## src/rtl/mem_port_arbiter.sv

```systemverilog
// Unified memory-bus arbiter for the pipelined OTTER.
// Grants the single bus to either the MEM stage (data) or fetch (instruction),
// runs one req/ack transaction at a time, returns read data with a one-cycle
// valid pulse and stalls the pipeline while a requester waits. MEM always
// wins a simultaneous request.
module mem_port_arbiter #(
  parameter int unsigned TIMEOUT_CYCLES = 64,
  parameter int unsigned CNT_W          = 8
) (
  input  logic        CLK,
  input  logic        RST_N,
  // fetch port
  input  logic        IReq,
  input  logic [31:0] IAddr,
  output logic [31:0] IRdata,
  output logic        IValid,
  // MEM-stage port
  input  logic        DReq,
  input  logic        DWe,
  input  logic [31:0] DAddr,
  input  logic [31:0] DWdata,
  input  logic [1:0]  DSize,
  input  logic        DSign,
  output logic [31:0] DRdata,
  output logic        DValid,
  // memory bus
  output logic        BusReq,
  output logic        BusWe,
  output logic [31:0] BusAddr,
  output logic [31:0] BusWdata,
  output logic [1:0]  BusSize,
  output logic        BusSign,
  input  logic        BusAck,
  input  logic [31:0] BusRdata,
  // pipeline control
  output logic        StallF,
  output logic        StallM,
  output logic        BusErr
);

  typedef enum logic [1:0] {
    StIdle  = 2'd0,
    StIBusy = 2'd1,
    StDBusy = 2'd2
  } state_e;

  localparam logic [CNT_W-1:0] TimeoutVal = CNT_W'(TIMEOUT_CYCLES);
  // With the timeout disabled the counter just parks at all-ones.
  localparam logic [CNT_W-1:0] CntSat = (TIMEOUT_CYCLES == 0) ? {CNT_W{1'b1}} : TimeoutVal;

  state_e           state_q, state_d;
  logic [CNT_W-1:0] cnt_q, cnt_d;
  logic [CNT_W-1:0] cnt_inc;
  logic             timeout_hit;

  logic        bus_req_q, bus_req_d;
  logic        bus_we_q, bus_we_d;
  logic [31:0] bus_addr_q, bus_addr_d;
  logic [31:0] bus_wdata_q, bus_wdata_d;
  logic [1:0]  bus_size_q, bus_size_d;
  logic        bus_sign_q, bus_sign_d;

  logic [31:0] i_rdata_q, i_rdata_d;
  logic        i_valid_q, i_valid_d;
  logic [31:0] d_rdata_q, d_rdata_d;
  logic        d_valid_q, d_valid_d;
  logic        bus_err_q, bus_err_d;

  // Saturating count of BUSY cycles, and the abort condition it feeds.
  always_comb begin
    cnt_inc     = (cnt_q == CntSat) ? cnt_q : cnt_q + CNT_W'(1);
    timeout_hit = (TIMEOUT_CYCLES != 0) && (cnt_inc == TimeoutVal);
  end

  // Next-state, bus sequencing and completion reporting.
  always_comb begin
    state_d     = state_q;
    cnt_d       = cnt_q;
    bus_req_d   = bus_req_q;
    bus_we_d    = bus_we_q;
    bus_addr_d  = bus_addr_q;
    bus_wdata_d = bus_wdata_q;
    bus_size_d  = bus_size_q;
    bus_sign_d  = bus_sign_q;
    i_rdata_d   = i_rdata_q;
    i_valid_d   = 1'b0;
    d_rdata_d   = d_rdata_q;
    d_valid_d   = 1'b0;
    bus_err_d   = bus_err_q;

    unique case (state_q)
      StIdle: begin
        cnt_d = '0;
        // MEM holds the older instruction, so it is granted first.
        if (DReq) begin
          bus_req_d   = 1'b1;
          bus_we_d    = DWe;
          bus_addr_d  = DAddr;
          bus_wdata_d = DWdata;
          bus_size_d  = DSize;
          bus_sign_d  = DSign;
          state_d     = StDBusy;
        end else if (IReq) begin
          bus_req_d   = 1'b1;
          bus_we_d    = 1'b0;
          bus_addr_d  = IAddr;
          bus_wdata_d = '0;
          bus_size_d  = 2'b10;
          bus_sign_d  = 1'b0;
          state_d     = StIBusy;
        end
      end

      StIBusy, StDBusy: begin
        cnt_d = cnt_inc;
        // An ack in the timeout cycle still counts as a good completion.
        if (BusAck || timeout_hit) begin
          state_d   = StIdle;
          bus_req_d = 1'b0;
          cnt_d     = '0;
          if (state_q == StDBusy) begin
            d_valid_d = 1'b1;
            d_rdata_d = (BusAck && !bus_we_q) ? BusRdata : '0;
          end else begin
            i_valid_d = 1'b1;
            i_rdata_d = BusAck ? BusRdata : '0;
          end
          if (!BusAck) begin
            bus_err_d = 1'b1;
          end
        end
      end

      default: begin
        state_d   = StIdle;
        bus_req_d = 1'b0;
        cnt_d     = '0;
      end
    endcase
  end

  // State and registered outputs; reset drops BusReq immediately.
  always_ff @(posedge CLK or negedge RST_N) begin
    if (!RST_N) begin
      state_q     <= StIdle;
      cnt_q       <= '0;
      bus_req_q   <= 1'b0;
      bus_we_q    <= 1'b0;
      bus_addr_q  <= '0;
      bus_wdata_q <= '0;
      bus_size_q  <= '0;
      bus_sign_q  <= 1'b0;
      i_rdata_q   <= '0;
      i_valid_q   <= 1'b0;
      d_rdata_q   <= '0;
      d_valid_q   <= 1'b0;
      bus_err_q   <= 1'b0;
    end else begin
      state_q     <= state_d;
      cnt_q       <= cnt_d;
      bus_req_q   <= bus_req_d;
      bus_we_q    <= bus_we_d;
      bus_addr_q  <= bus_addr_d;
      bus_wdata_q <= bus_wdata_d;
      bus_size_q  <= bus_size_d;
      bus_sign_q  <= bus_sign_d;
      i_rdata_q   <= i_rdata_d;
      i_valid_q   <= i_valid_d;
      d_rdata_q   <= d_rdata_d;
      d_valid_q   <= d_valid_d;
      bus_err_q   <= bus_err_d;
    end
  end

  // Output mapping and combinational stalls (fetch also freezes behind MEM).
  always_comb begin
    BusReq   = bus_req_q;
    BusWe    = bus_we_q;
    BusAddr  = bus_addr_q;
    BusWdata = bus_wdata_q;
    BusSize  = bus_size_q;
    BusSign  = bus_sign_q;
    IRdata   = i_rdata_q;
    IValid   = i_valid_q;
    DRdata   = d_rdata_q;
    DValid   = d_valid_q;
    BusErr   = bus_err_q;
    StallM   = DReq & ~d_valid_q;
    StallF   = (IReq & ~i_valid_q) | (DReq & ~d_valid_q);
  end

endmodule

```

## config.mk

```make
export PLATFORM = sky130hd
export DESIGN_NAME = mem_port_arbiter
export DESIGN_NICKNAME = d
export VERILOG_FILES = /design/src/rtl/mem_port_arbiter.sv
export SDC_FILE = /design/constraint.sdc
export NUM_CORES = 1
export LEC_CHECK = 0
export BUFFER_PORTS_ARGS = -buffer_cell sky130_fd_sc_hd__buf_2
export CORE_ASPECT_RATIO = 0.6
export CORE_MARGIN = 8
export CORE_UTILIZATION = 48
export DETAILED_ROUTE_END_ITERATION = 12
export PLACE_DENSITY_LB_ADDON = 0.15
export SYNTH_ARGS = -nofsm -noshare
export SYNTH_HDL_FRONTEND = slang
export SYNTH_SLANG_ARGS = --single-unit
export TNS_END_PERCENT = 30
```

## constraint.sdc

```tcl
create_clock -name CLK -period 2.88 [get_ports CLK]
set_input_delay 0.72 -clock CLK [delete_from_list [all_inputs] [get_ports CLK]]
set_output_delay 0.72 -clock CLK [all_outputs]
set_load 0.03 [all_outputs]
```

==> metrics.txt <==
core area=about 0.013 mm2; Seq pwr share=0.321; Port Buffers=roughly 270; Internal=6.068 mW; CTS tree=built; vias in the first global route=slightly above 6000; Final Skew=between 15 and 20 ps; Initial Util=0.4826; max-cap violations=0; Post-synth EDFFs=0; hold slack final=286.4 ps; io pins=about 280; complex-gate fraction of the synthesized area=0.2102; CP peak stage delay=~440 ps; synthesized area=about 0.0065 mm2; flops & latches, synth=around 150; post_cts resized=0; DRC=0; Synth Area in Simple Gates=0.1235; Area Overhead vs Synth=32.59%; Combinational Power Share=0.489; Switch Pwr=~5.3 mW; initial antenna violation count=0; DRT Pass-1 Iters=4; starting DRC count in detailed routing=~470; Die ar.=about 0.018 mm2; data required time at the worst endpoint=approximately 3200 ps; vias=between 5000 and 6000; post-layout min period=between 2000 and 2500 ps; Slew headroom=0.5655; sequential area share after synthesis=0.5641; Synth area leader=dfrtp_1; average size of a mapped cell=about 10 um2; Post-Synth Adder-Cell Area=0.007728; Clock Power Share=0.190; clock-pin slew on the worst setup and hold paths=about 60 ps; drt total wl=between 15 and 20 mm; GPL Wtd Cong=0.9060; fillers=1109; final worst path period share=0.7782; synth warn=0; FP Rows=33; status=completed; leakage=about 4.3 nW; Vias per Instance=roughly 5.4; CP endpoint kind=flop; largest net degree at the start of global routing=between 70 and 80; Power Dens Cells=around 1300 mW/mm2; die span in y=106.0 um; worst skew pair latency=410 ps; ANT nets after route=0; post-route cell area=0.008587 mm2; CTS Buffer Depth=2; Clock Root Buffer=clkbuf_16; most common cell in the netlist=dfrtp_1; slew at the pin closest to its max-slew limit=between 600 and 700 ps; Max Freq=~450 MHz; fraction of registers with async set/reset=1.000; CP top delay family=compound AO/OA/AOI/OAI gates; Nets=1033; WL/cell=17.83 um; Area after DPL=0.008005 mm2; cts bufs inserted=17; Slew Limit Fails=0; Post-synth top flop=dfrtp_1; sw frac=0.4675; multiplexer area fraction after synthesis=0.04946; Gate Count Post-Synth=632; top area cells in the synthesized netlist=dfrtp_1 (56%), nand2_1 (6.0%), mux2i_1 (4.9%); Slowest-stage cell, CP=dfrtp_1; main combinational cell family by area after synthesis=compound AO/OA/AOI/OAI gates; first-pass GRT wire length=about 32 mm; CP startpoint kind=flop; maximum fanout along the worst path=66; post-layout util=0.6399; Bufs and invs on worst path=2; overall routing resource usage=0.2186; RSZ-0062 raised after global routing=false; H-tree depth=4; setup TNS=0 ps; synth cell count leaders=dfrtp_1 (146), nand2_1 (103), o21ai_1 (64); # hold bufs at CTS=0; Post-DP HPWL=~14 mm; remaining global-route overflow=0; crit path DAT=approximately 2500 ps; maximum vdd drop=roughly 0.00073 V; Final Setup Violations=0; # clock sinks=~150; Unique masters post-synth=42; share of layout cells above drive strength 1=0.3613; Crit Path Class=reg2reg; # diodes=0; total setup buffers inserted after CTS=0; final-report hold violation count=0; syn nets=773; XOR/XNOR share of the synthesized area=0.006762; Die Wd=approximately 170 um; worst hold path class=in2async; top cell type's share of synthesized area=0.5641; cells along the critical path=inv_1, ha_1, nor3b_1, a21oi_1, and4_1, o211a_2, buf_12, o21ai_1
state kept, by name, summed over array words and instances (netlist names):
register and count:
BusSize 2, BusWdata 32, state_q 2, IRdata 32
IValid 1, BusReq 1, cnt_q 8, BusSign 1
BusErr 1, DRdata 32, BusAddr 32, DValid 1
BusWe 1
power by group through the flow:
stage	Clock (mW)	Combinational, mW	Sequential, mW
CTS	2.21	5.64	3.65
finish	2.17	5.57	3.66
detailed placement	0	5.65	3.65
global route	2.30	6.04	3.80
global placement	0	5.48	3.62
floorplan	0	2.04	5.42
per-layer routing:
metal / part of all wire / vias up / global-route usage / wire length (um)
met2: 0.49 / 268 / 0.3545 / 9346
met3: 0.078 / 31 / 0.06844 / 1501
met5: 0 / - / 0 / 0
li1: - / 2756 / - / -
met1: 0.42 / 2746 / 0.2747 / 8084
met4: 0.017 / 0 / 0.07876 / 318
path summary, 6_finish.rpt:
check,startpoint,to,slack (ps),cells after the start
max in group asynchronous,RST_N,BusWdata[29]$_DFFE_PN0P_,1870,2
min in group CLK,BusAddr[31]$_DFFE_PN0P_,BusAddr[31]$_DFFE_PN0P_,480,2
setup reg to reg,cnt_q[0]$_DFF_PN0_,DRdata[18]$_DFFE_PN0P_,640,8
hold reg to reg,BusAddr[31]$_DFFE_PN0P_,BusAddr[31]$_DFFE_PN0P_,480,2
setup / recovery,cnt_q[0]$_DFF_PN0_,DRdata[18]$_DFFE_PN0P_,640,8
hold / removal,RST_N,DRdata[15]$_DFFE_PN0P_,290,1
kinds of logic after synthesis:
group | Yosys count
AO/OA/AOI/OAI | 219
XOR/XNOR | 5
adder cells (fa/ha/maj) | 4
buffers and inverters | 56
flip-flops | 146
multiplexers | 32
AND/OR/NAND/NOR | 170
cell usage in the layout, fill, tap and decap left out, types with 32 or more instances in the layout:
master and instances:
buf_2 273, dfrtp_1 146, nand2_1 102, o21ai_1 64
a21oi_1 37, nor2b_1 35, a22o_1 35, o21ai_0 34
a22oi_1 32, mux2i_1 32
stage by stage:
stage | instances | setup slack (ps) | total power, mW
after floorplan | 632 | 530.8 | 7.459
after global placement | 1048 | 757.3 | 9.098
after detailed placement | 1048 | 670.9 | 9.295
after CTS | 1080 | 666.3 | 11.50
after global routing | 1080 | 453.7 | 12.14
final | 1080 | 638.7 | 11.40
layout make-up:
cell class	instances	area [um2]	area share
multi-input combinational	430	2582	0.3007
inverter	10	37.54	0.004371
clock inverter	14	142.6	0.01661
sequential	146	3654	0.4255
tap	175	219.0	0.02550
timing repair buffer	287	1513	0.1762
clock buffer	18	439.2	0.05114
Power figures use the tool's default switching activity.
